<file path="config.mk">
export PLATFORM = sky130hd
export DESIGN_NAME = bus_uart_tx
export DESIGN_NICKNAME = d
export VERILOG_FILES = /design/src/rtl/bus_uart_tx.sv
export SDC_FILE = /design/constraint.sdc
export NUM_CORES = 1
export LEC_CHECK = 0
export CORE_ASPECT_RATIO = 1.5
export CORE_MARGIN = 10
export CORE_UTILIZATION = 30
export DETAILED_ROUTE_END_ITERATION = 12
export DONT_BUFFER_PORTS = 1
export HOLD_SLACK_MARGIN = 0.03
export PLACE_DENSITY = 0.45
export SLEW_MARGIN = 25
export SYNTH_ARGS = -nofsm -noshare
export SYNTH_HDL_FRONTEND = slang
export SYNTH_SLANG_ARGS = --single-unit
export TNS_END_PERCENT = 100
</file>
<file path="constraint.sdc">
create_clock -name clk -period 3 [get_ports clk]
set_input_delay 0.9 -clock clk [delete_from_list [all_inputs] [get_ports clk]]
set_output_delay 0.9 -clock clk [all_outputs]
set_load 0.03 [all_outputs]
</file>
<file path="src/rtl/bus_uart_tx.sv">
// Bridge-bus UART transmitter: byte FIFO, 8N1 serial framing, drain interrupt.
// Define BUS_UART_TX_PARITY_EN for 8E1/8O1 framing with a CTRL parity-select bit.
module bus_uart_tx #(
  parameter int          DEPTH     = 8,
  parameter logic [15:0] DIV_RESET = 16'd2604
) (
  input  logic        clk,
  input  logic        clr,
  input  logic [31:0] addr,
  input  logic        we,
  input  logic [31:0] wd,
  output logic [31:0] rd,
  output logic        irq,
  output logic        tx
);

  localparam int AW = $clog2(DEPTH);
  localparam int CW = AW + 1;
  localparam logic [CW-1:0] FULL_CNT = CW'(DEPTH);

`ifdef BUS_UART_TX_PARITY_EN
  typedef enum logic [2:0] {S_IDLE, S_START, S_DATA, S_PARITY, S_STOP} state_t;
`else
  typedef enum logic [2:0] {S_IDLE, S_START, S_DATA, S_STOP} state_t;
`endif

  logic [7:0]    r_mem [DEPTH];
  logic [AW-1:0] r_wptr, r_rptr;
  logic [CW-1:0] r_count, w_count_nxt;
  logic          r_ovf, r_ien, w_odd;
  logic [15:0]   r_div;
  state_t        r_state, w_state_nxt;
  logic [15:0]   r_timer, w_timer_nxt, w_div_m1;
  logic [2:0]    r_bitcnt, w_bitcnt_nxt;
  logic [7:0]    r_shift, w_shift_nxt, w_head;
  logic          r_par, w_par_nxt;
  logic          r_tx, w_tx_nxt, r_irq, w_irq_nxt;
  logic          w_wr_data, w_wr_stat, w_wr_ctrl, w_wr_div, w_flush;
  logic          w_full, w_empty, w_push, w_pop, w_can_pop, w_tick, w_ien_nxt;
  logic [4:0]    w_cnt5;
  logic          w_unused;

  assign w_wr_data = we & (addr[3:2] == 2'd0);
  assign w_wr_stat = we & (addr[3:2] == 2'd1);
  assign w_wr_ctrl = we & (addr[3:2] == 2'd2);
  assign w_wr_div  = we & (addr[3:2] == 2'd3);
  assign w_flush   = w_wr_ctrl & wd[1];

  assign w_full    = (r_count == FULL_CNT);
  assign w_empty   = (r_count == '0);
  // Flush suppresses the pop too, so the flushed head never reaches the shifter.
  assign w_can_pop = ~w_empty & ~w_flush;
  assign w_push    = w_wr_data & ~w_flush & (~w_full | w_pop);
  assign w_head    = r_mem[r_rptr];
  assign w_div_m1  = (r_div == 16'd0) ? 16'd0 : r_div - 16'd1;
  assign w_tick    = (r_timer == 16'd0);
  assign w_ien_nxt = w_wr_ctrl ? wd[0] : r_ien;
  assign w_cnt5    = 5'(r_count);
  assign w_unused  = ^{addr[31:4], addr[1:0], wd[31:16]};

  assign tx  = r_tx;
  assign irq = r_irq;

  always_comb begin
    w_count_nxt = r_count;
    if (w_flush)
      w_count_nxt = '0;
    else if (w_push & ~w_pop)
      w_count_nxt = r_count + 1'b1;
    else if (~w_push & w_pop)
      w_count_nxt = r_count - 1'b1;
  end

  always_comb begin
    w_state_nxt  = r_state;
    w_timer_nxt  = r_timer;
    w_bitcnt_nxt = r_bitcnt;
    w_shift_nxt  = r_shift;
    w_par_nxt    = r_par;
    w_pop        = 1'b0;
    if (r_state != S_IDLE && !w_tick)
      w_timer_nxt = r_timer - 16'd1;
    case (r_state)
      S_IDLE: begin
        if (w_can_pop) begin
          w_pop       = 1'b1;
          w_shift_nxt = w_head;
          w_par_nxt   = ^w_head;
          w_timer_nxt = w_div_m1;
          w_state_nxt = S_START;
        end
      end
      S_START: begin
        if (w_tick) begin
          w_bitcnt_nxt = 3'd0;
          w_timer_nxt  = w_div_m1;
          w_state_nxt  = S_DATA;
        end
      end
      S_DATA: begin
        if (w_tick) begin
          w_timer_nxt = w_div_m1;
          if (r_bitcnt == 3'd7) begin
`ifdef BUS_UART_TX_PARITY_EN
            w_state_nxt = S_PARITY;
`else
            w_state_nxt = S_STOP;
`endif
          end else begin
            w_bitcnt_nxt = r_bitcnt + 3'd1;
            w_shift_nxt  = {1'b0, r_shift[7:1]};
          end
        end
      end
`ifdef BUS_UART_TX_PARITY_EN
      S_PARITY: begin
        if (w_tick) begin
          w_timer_nxt = w_div_m1;
          w_state_nxt = S_STOP;
        end
      end
`endif
      S_STOP: begin
        if (w_tick) begin
          // Back-to-back frames: reload straight into START with no idle gap.
          if (w_can_pop) begin
            w_pop       = 1'b1;
            w_shift_nxt = w_head;
            w_par_nxt   = ^w_head;
            w_timer_nxt = w_div_m1;
            w_state_nxt = S_START;
          end else begin
            w_state_nxt = S_IDLE;
          end
        end
      end
      default: w_state_nxt = S_IDLE;
    endcase

    w_tx_nxt = 1'b1;
    case (w_state_nxt)
      S_START:  w_tx_nxt = 1'b0;
      S_DATA:   w_tx_nxt = w_shift_nxt[0];
`ifdef BUS_UART_TX_PARITY_EN
      S_PARITY: w_tx_nxt = w_par_nxt ^ w_odd;
`endif
      default:  w_tx_nxt = 1'b1;
    endcase
  end

  assign w_irq_nxt = w_ien_nxt & (w_count_nxt == '0) & (w_state_nxt == S_IDLE);

  always_ff @(posedge clk) begin
    if (w_push)
      r_mem[r_wptr] <= wd[7:0];
  end

  always_ff @(posedge clk or negedge clr) begin
    if (!clr) begin
      r_wptr   <= '0;
      r_rptr   <= '0;
      r_count  <= '0;
      r_ovf    <= 1'b0;
      r_ien    <= 1'b0;
      r_div    <= DIV_RESET;
      r_state  <= S_IDLE;
      r_timer  <= 16'd0;
      r_bitcnt <= 3'd0;
      r_shift  <= 8'd0;
      r_par    <= 1'b0;
      r_tx     <= 1'b1;
      r_irq    <= 1'b0;
    end else begin
      if (w_flush) begin
        r_wptr <= '0;
        r_rptr <= '0;
      end else begin
        if (w_push) r_wptr <= r_wptr + 1'b1;
        if (w_pop)  r_rptr <= r_rptr + 1'b1;
      end
      r_count <= w_count_nxt;
      if (w_wr_stat)
        r_ovf <= 1'b0;
      else if (w_wr_data & ~w_flush & w_full & ~w_pop)
        r_ovf <= 1'b1;
      r_ien <= w_ien_nxt;
      if (w_wr_div)
        r_div <= wd[15:0];
      r_state  <= w_state_nxt;
      r_timer  <= w_timer_nxt;
      r_bitcnt <= w_bitcnt_nxt;
      r_shift  <= w_shift_nxt;
      r_par    <= w_par_nxt;
      r_tx     <= w_tx_nxt;
      r_irq    <= w_irq_nxt;
    end
  end

`ifdef BUS_UART_TX_PARITY_EN
  logic r_odd;
  always_ff @(posedge clk or negedge clr) begin
    if (!clr)
      r_odd <= 1'b0;
    else if (w_wr_ctrl)
      r_odd <= wd[2];
  end
  assign w_odd = r_odd;
`else
  assign w_odd = 1'b0;
`endif

  always_comb begin
    rd = 32'd0;
    case (addr[3:2])
      2'd1:    rd = {23'd0, w_cnt5, r_ovf, (r_state != S_IDLE), w_empty, w_full};
      2'd2:    rd = {29'd0, w_odd, 1'b0, r_ien};
      2'd3:    rd = {16'd0, r_div};
      default: rd = 32'd0;
    endcase
  end

endmodule

</file>
; ---- Word-level counts from Yosys, hierarchy flattened
; Memory sizes are Yosys's and may differ from the RTL's.
; Cells that the tools add are included.
; Widths: inputs -> output; s select.
[totals]
memories = 1
in_bits = 67
ramBits = 64
reg_bits = 60
[mem_list]
columns = memory, depth, word_bits, read_ports, rd_ports_with_merged_regs, write_ports, line
row1 = r_mem, 8, 8, 1, 0, 1, 27  ; logic [7:0] r_mem [DEPTH];
[op_classes]
n_eq_ne = 14
n_reduce_logical = 18
n_addsub = 7
bitwise_logic = 20
muxes = 39
[op_table]
columns = cell, count
row1 = $pmux 16 s3, 2
row2 = $mux 16, 5
row3 = $mux 3, 12
row4 = $logic_not 16->1, 2
row5 = $mux 8, 4
row6 = $sub 16x1->16 const B, 2
row7 = $pmux 8 s3, 1
row8 = $and 1x1->1, 14
row9 = $mux 4, 3
row10 = $pmux 3 s4, 1
row11 = $add 3x1->3 const B, 3
row12 = $eq 3x2->1 const B, 3
row13 = $logic_not 4->1, 2
row14 = $mux 1, 8
row15 = $ne 2x2->1 const B, 4
row16 = $reduce_and 4->1, 2
row17 = $reduce_bool 2->1, 4
row18 = $eq 3x1->1 const B, 2
row19 = $logic_not 3->1, 2
row20 = $pmux 3 s2, 1
row21 = $reduce_bool 3->1, 2
row22 = $not 1->1, 5
row23 = $add 4x1->4 const B, 1
row24 = $eq 2x2->1 const B, 2
row25 = 10 further kinds, 11

; ---- Logic depth before layout (Yosys ltp)
; Gate-level depths: netlist of run 1.
[logic_depth]
ltp_word = 18
ltp_mapped = 10
mapped_depth_nobuf = 9

; ---- Worst setup path before layout of run 1
; OpenSTA, ideal clock, no wires.
[synth_path]
kind = in2reg
startpoint = in addr[3]
endpoint = mem r_mem[6][0] (enable)
n_path_buf = 2
stages = 8
arrival_ns = 3.296
t_required_ns = 2.615
slack_ns = -0.681
cell_sequence = clkbuf_1 and4b_1 clkdlybuf4s15_2 nor4b_1 a21oi_1 a21boi_0 nand2_1 nor3b_1
[synth_via]
elab_chain_len = 12
[synth_rtl]
columns = element, line
row1 = "start, declared", 9  ; input logic [31:0] addr,
row2 = $eq 2x2->1, 45  ; assign w_wr_ctrl = we & (addr[3:2] == 2'd2);
row3 = $and 1x1->1, 45
row4 = $and 1x1->1, 47  ; assign w_flush = w_wr_ctrl & wd[1];
row5 = $not 1->1, "52, 53"
row6 = $and 1x1->1, 52  ; assign w_can_pop = ~w_empty & ~w_flush;
row7 = $mux 1, "85, 126"
row8 = $mux 1, 124  ; if (w_tick) begin
row9 = $pmux 1 s2, 83  ; case (r_state)
row10 = $or 1x1->1, 53  ; assign w_push = w_wr_data & ~w_flush & (~w_full | w_pop);
row11 = $and 1x1->1 (*), 53
row12 = $mux 1 (*), 154  ; if (w_push)
row13 = $mux 1 (not written as such) (*), 155  ; r_mem[r_wptr] <= wd[7:0];
row14 = "end, declared", 27
; Every way passes the cells marked *; elsewhere a longest branch is shown, timed or not.

; ---- Worst setup path in the final report of run 1
[layout_path]
startpoint = reg r_count[1]
endpoint = out rd[0]
[layout_via]
elab_chain_len = 2
[layout_rtl]
columns = element, line
row1 = "start, declared", 29  ; logic [CW-1:0] r_count, w_count_nxt;
row2 = "start signal, assigned", 181  ; r_count <= w_count_nxt;
row3 = $eq 4x4->1, 49  ; assign w_full = (r_count == FULL_CNT);
row4 = $pmux 16 s3, 214  ; case (addr[3:2])
row5 = "end, declared", 12  ; output logic [31:0] rd,
; Every way passes these cells.

==> impl_metrics.yaml, run 1 <==
logic_synthesis:
  ys_seq_area_share_pct: 55.7
  synthDistinctLibCells: 65
  syn_avg_cell_area_um2: 12.6
  synth_ff_type: "edfxtp_1"
  ys_ff_latch: 124
  synthCells: 488
  async_flop_share_pct: 48.4
  yosys_warnings: 0
  synth-edff-count: 64
  syn_area_um2: 6160
critical_path:
  worstPathMaxFanout: 5
  path_cells: "inv_1 -> ha_1 -> buf_4 -> nand3b_1 -> o21ai_1 -> nand2_1 -> o21ai_0 -> buf_4"
  crit_path_end_kind: "output port"
  cp_data_required_time_ns: 2.10
  cp.arrival_ns: 1.95
  cp-start-kind: "flop"
  crit_family: "flip-flops"
  max_stage_delay_ns: 0.45
  crit_path_frequent_cell: "buf_4"
  criticalPathCategory: "flop to output port"
  cp_slowest_cell: "dfrtp_1"
  worst-path-buf-inv: 3
pwr:
  clkPwrFrac_pct: 32.0
  p_leak_uw: 0.00275
  peakVddDrop_mv: 0.448
  combPwrFrac_pct: 27.6
  switchingPower_uw: 2130
  p_int_uw: 4210
  p_sw_share_pct: 33.6
  power_density_nw_per_um2: 869
  p_seq_share_pct: 40.3
timing:
  slew_headroom_pct: 47.6
  worst_pin_slew_ns: 0.783
  finalHoldViolCount: 0
  fin_crit_sh_pct: 95.1
  hold_ws_ns: 0.184
  finalSetupViolCount: 0
  setup_ws_ns: 0.146
  fin_setup_tns_ns: 0
  rsz0062_at_grt: "false"
  final.min_clock_period_ns: 2.85
  slew_viol_final: 0
  skew_ns: 0.00760
  clock.fmax_ghz: 0.350
cts:
  cts.sinks: 124
  root_buffer: "clkbuf_16"
  cts.path.max_buffers: 2
  hold_buffers: 0
  cts.reportedPaths.clkPinSlew_ns: 0.06
  clock_latency_ns: 0.41
  cts_tree: "yes"
  htreeDepth: 4
  cts_inserted_buffers: 17
die:
  die_height_um: 196
  ios: 101
  coreArea_um2: 20300
  start_util_pct: 30.3
  die_x_um: 137
  rows: 64
  dieArea_um2: 26800
routing:
  wl_per_cell_um: 18.5
  first_pass_iters: 4
  avgViaCountPerCell: 4.81
  ant_nets: 0
  wirelength_mm: 14.8
  drt_iter0_markers: 188
  vias: 3830
  route.detailed.drc: 0
global_routing:
  grt_max_degree: 61
  gr-total-overflow: 0
  grt_pass1_vias: 4165
  grt_use_total_pct: 11.4
  antenna_found_initial: 0
  grt_pass1_wl_mm: 23.5
placed_design:
  dp_hpwl_mm: 11.0
  numPortBuffers: 0
  dp_slack_ns: 0.116
  place_area_um2: 6680
  gp_congestion: 0.789
final_layout:
  final_cell_area_um2: 7290
  final_util_pct: 35.8
  final_common_cell: "edfxtp_1"
  final_cell_mix: "edfxtp_1 (64), dfrtp_1 (54), buf_4 (33)"
  area_growth_pct: 18.3
  finalNetCount: 595
  layout-drive-gt1-share_pct: 26.5
  multi_input_area_um2: 2660
  fillers: 1978
  n_antenna_cell: 0
  register_area_um2: 3430
worst_hold_path:
  min_path_type: "input port to async pin"
outcome:
  status: "finished clean"
run:
  drv_cap: 0
## timing repair
item	CTS	global route
cloned	0	0
endpoints found under the setup margin	1	22
buffers inserted	0	0
resized for setup	3	6
pin swaps	0	0
## routing by layer
| layer | vias up | GRT usage, % | wire [µm] |
|---|---|---|---|
| li1 | 1850 | - | - |
| met1 | 1890 | 12.5 | 5780 |
| met2 | 75 | 20.5 | 8130 |
| met3 | 15 | 2.90 | 628 |
| met4 | 0 | 4.19 | 210 |
| met5 | - | 0 | 0 |
## synthesized netlist by cell type (all sizes together) (2+ instances only)
master	n	area [µm²]
a311oi	2	17.5
nor3b	5	37.5
clkbuf	15	80.1
a21oi	13	65.1
nor4	11	90.1
and2	3	20.0
nor3	14	70.1
mux4	16	360
a22oi	8	60.1
o21ai	21	105
mux2i	17	170
ha	9	113
a31oi	3	18.8
nor2	31	116
nand3b	4	30.0
nand3	11	55.1
nand2	35	136
and4b	2	20.0
or4	4	37.5
or3	2	13.8
and3	11	71.3
mux2	17	191
nor2b	8	50.1
or3b	2	17.5
inv	8	30.0
buf	21	140
nand2b	4	25.0
xnor2	19	166
dfrtp	54	1350
edfxtp	64	1920
dfstp	6	158
a221o	2	20.0
nor4b	4	50.1
o22ai	9	62.6
xor2	14	123
o221ai	2	17.5
or2	2	12.5
## flip-flops by register name (all words and copies together), names as in the netlist, 3 cells and up
signal and count:
r_wptr 3, r_state 3, r_mem 64, r_shift 8, r_rptr 3, r_bitcnt 3, r_count 4, r_timer 16
r_div 16
## through the flow
stage,cells,total power (µW)
after floorplan,504,3830
after global placement,764,4300
after detailed placement,764,4340
after CTS,796,6400
after global routing,796,6720
final,796,6340
## worst register-to-register path: stages, from the launching register on
cell and delay [ns]:
dfrtp_1 0.39, or4_4 0.58, and2b_2 0.30, nand3_1 0.17, a221o_1 0.39, a21oi_1 0.22
nand2_1 0.30, o221ai_1 0.29
## path summary, 6_finish.rpt
| kind | start | to | slack (ns) | cells after the start |
|---|---|---|---|---|
| hold reg to reg | r_bitcnt[2]$_DFFE_PN0P_ | r_bitcnt[2]$_DFFE_PN0P_ | 0.49 | 2 |
| setup reg to reg | r_timer[10]$_DFF_PN0_ | r_timer[1]$_DFF_PN0_ | 0.25 | 7 |
| max in group asynchronous | clr | tx$_DFF_PN1_ | 2.61 | 0 |
| hold / removal | clr | r_div[10]$_DFFE_PN0P_ | 0.18 | 0 |
| setup / recovery | r_count[1]$_DFF_PN0_ | rd[0] | 0.15 | 8 |
| min in group clk | r_bitcnt[2]$_DFFE_PN0P_ | r_bitcnt[2]$_DFFE_PN0P_ | 0.49 | 2 |
## cell type report
cell class                 count  area share (%)
sequential                   124            47.1
tap                          264            4.53
inverter                       8           0.412
clock inverter                15            2.21
clock buffer                  17            5.84
multi-input combinational    335            36.5
timing repair buffer          33            3.40
## power groups by stage
stage	clock network (µW)	logic, µW	registers [µW]
final	2030	1750	2560
after global routing	2150	1950	2620
after CTS	2080	1770	2550
after detailed placement	0	1760	2580
after global placement	0	1730	2570
after floorplan	0	1450	2380
## cell families (layout without fill, tap and decap cells)
logic type / after synthesis / after routing / synth area share, %
adders and majority gates: 9 / 9 / 1.83
xor gates and xnor gates: 33 / 33 / 4.69
DFF: 124 / 124 / 55.7
muxes: 50 / 50 / 11.7
and+or+nand+nor: 160 / 160 / 14.9
AOI/OAI and AO/OA: 66 / 66 / 6.88
buffers and inverters: 45 / 73 / 4.24
other: 1 / 17 / 0.0608
Power figures use the tool's default switching activity.
==> run 2: changes to the inputs <==
- CORE_MARGIN: 10 -> default
- CORE_UTILIZATION: 30 -> 40
- PLACE_DENSITY: 0.45 -> 0.56
==> run 2 against run 1 <==
Effect of this change: clock power about the same; flip-flop and latch count unchanged; power down 1.2%; wire length down 11%; core utilization up 11 points; combinational power down 3%; sequential share of layout area up 1.1 points; maximum frequency down 1.4%; cell count down 9.2%; largest power group unchanged.
==> impl_metrics.yaml, run 2 (synthesis gave the netlist of run 1 again) <==
timing:
  finalHoldViolCount: 0
  slew_headroom_pct: 48.8
  setup_ws_ns: 0.105
  clock.fmax_ghz: 0.345
  slew_viol_final: 0
  fin_setup_tns_ns: 0
  final.min_clock_period_ns: 2.90
  skew_ns: 0.00958
  worst_pin_slew_ns: 0.766
  hold_ws_ns: 0.177
  fin_crit_sh_pct: 96.5
  rsz0062_at_grt: "false"
  finalSetupViolCount: 0
cts:
  cts_inserted_buffers: 17
  cts_tree: "yes"
  cts.path.max_buffers: 2
  cts.sinks: 124
  root_buffer: "clkbuf_16"
  cts.reportedPaths.clkPinSlew_ns: 0.06
  htreeDepth: 4
  hold_buffers: 0
  clock_latency_ns: 0.42
pwr:
  p_sw_share_pct: 34.0
  p_seq_share_pct: 40.9
  p_int_uw: 4130
  combPwrFrac_pct: 27.2
  p_leak_uw: 0.00269
  power_density_nw_per_um2: 878
  peakVddDrop_mv: 0.420
  switchingPower_uw: 2130
  p_total_uw: 6260
  clkPwrFrac_pct: 31.9
global_routing:
  antenna_found_initial: 0
  grt_max_degree: 61
  grt_pass1_vias: 3871
  gr-total-overflow: 0
  grt_pass1_wl_mm: 20.8
  grt_use_total_pct: 17.9
final_layout:
  final_cell_count_no_fill: 723
  fillers: 1362
  largest_register_ffs: 64
  n_antenna_cell: 0
  final_common_cell: "edfxtp_1"
  final_cell_mix: "edfxtp_1 (64), dfrtp_1 (54), nand2_1 (32)"
  reg_top3: "r_mem (64), r_div (16), r_timer (16)"
  area_growth_pct: 15.7
  layout-drive-gt1-share_pct: 25.0
  finalNetCount: 587
  largest_register: "r_mem"
placed_design:
  numPortBuffers: 0
  dp_cells: 691
  dp_slack_ns: 0.144
  gp_congestion: 0.776
  dp_hpwl_mm: 9.63
worst_hold_path:
  min_path_type: "input port to async pin"
die:
  dieArea_um2: 15900
  die_height_um: 154
  die_x_um: 103
  ios: 101
  rows: 55
  coreArea_um2: 15100
  start_util_pct: 40.9
critical_path:
  path_cells: "inv_1 -> ha_1 -> or3b_2 -> o21ai_1 -> and2_4"
  crit_path_end_kind: "output port"
  cp_slowest_cell: "or3b_2"
  cp.arrival_ns: 2.00
  criticalPathCategory: "flop to output port"
  worstPathMaxFanout: 5
  crit_family: "simple AND/OR/NAND/NOR gates"
  worst-path-buf-inv: 1
  max_stage_delay_ns: 0.50
  cp-start-kind: "flop"
  cp_data_required_time_ns: 2.10
routing:
  ant_nets: 0
  avgViaCountPerCell: 5.39
  drt_iter0_markers: 178
  wirelength_mm: 13.2
  vias: 3897
  wl_per_cell_um: 18.3
  first_pass_iters: 4
  route.detailed.drc: 0
run:
  drv_cap: 0
outcome:
  status: "finished clean"
[run 2: cell types whose count changed in the layout (fill, tap and decap cells not counted), moves of 2 or more]
cell and delta:
buf_4 -9, clkinv_2 -3, clkinv_4 -2, clkinvlp_4 +3
inv_6 +3
[run 2: metal layers]
layer,global-route usage (%),vias to the layer above,share of wire [%]
met2,32.3,81,56
li1,-,1840,-
met4,6.98,0,1.6
met5,0,-,0
met1,19.9,1961,39
met3,3.91,15,3.5
[run 2: power groups by stage]
stage | clock (µW) | combinational (µW) | sequential [µW]
after floorplan | 0 | 1450 | 2380
after global placement | 0 | 1680 | 2580
after detailed placement | 0 | 1710 | 2590
after CTS | 2040 | 1720 | 2560
after global routing | 2100 | 1860 | 2610
final | 2000 | 1700 | 2560
[run 2: path summary, 6_finish.rpt]
kind	startpoint	to	slack [ns]	cells after the start
min in group clk	r_shift[7]$_DFFE_PN0P_	r_shift[7]$_DFFE_PN0P_	0.50	2
worst min register to register	r_shift[7]$_DFFE_PN0P_	r_shift[7]$_DFFE_PN0P_	0.50	2
worst min-delay path	clr	r_bitcnt[2]$_DFFE_PN0P_	0.18	0
max in group asynchronous	clr	r_div[9]$_DFFE_PN1P_	2.63	0
worst max-delay path	r_count[1]$_DFF_PN0_	rd[1]	0.10	5
worst max register to register	r_timer[7]$_DFF_PN0_	r_timer[0]$_DFF_PN0_	0.18	7
[run 2: layout make-up]
class | instances | area [µm²] | share of cell area [%]
sequential | 124 | 3430 | 48.1
multi-input combinational | 335 | 2640 | 37.0
clock buffer | 17 | 425 | 5.97
tap | 199 | 249 | 3.49
timing repair buffer | 25 | 200 | 2.81
clock inverter | 15 | 155 | 2.18
inverter | 8 | 30.0 | 0.421
[run 2: repair_timing]
item / 4_1_cts / 5_1_grt
buffers inserted: 0 / 0
setup endpoints to repair: 1 / 1
resized for setup: 1 / 2
[run 2: through the flow]
step / utilization (%) / area, µm²
finish: 47.3 / 7130
global route: 47.3 / 7130
CTS: 47.3 / 7130
detailed placement: 43.4 / 6550
global placement: 43.4 / 6550
floorplan: - / 6320
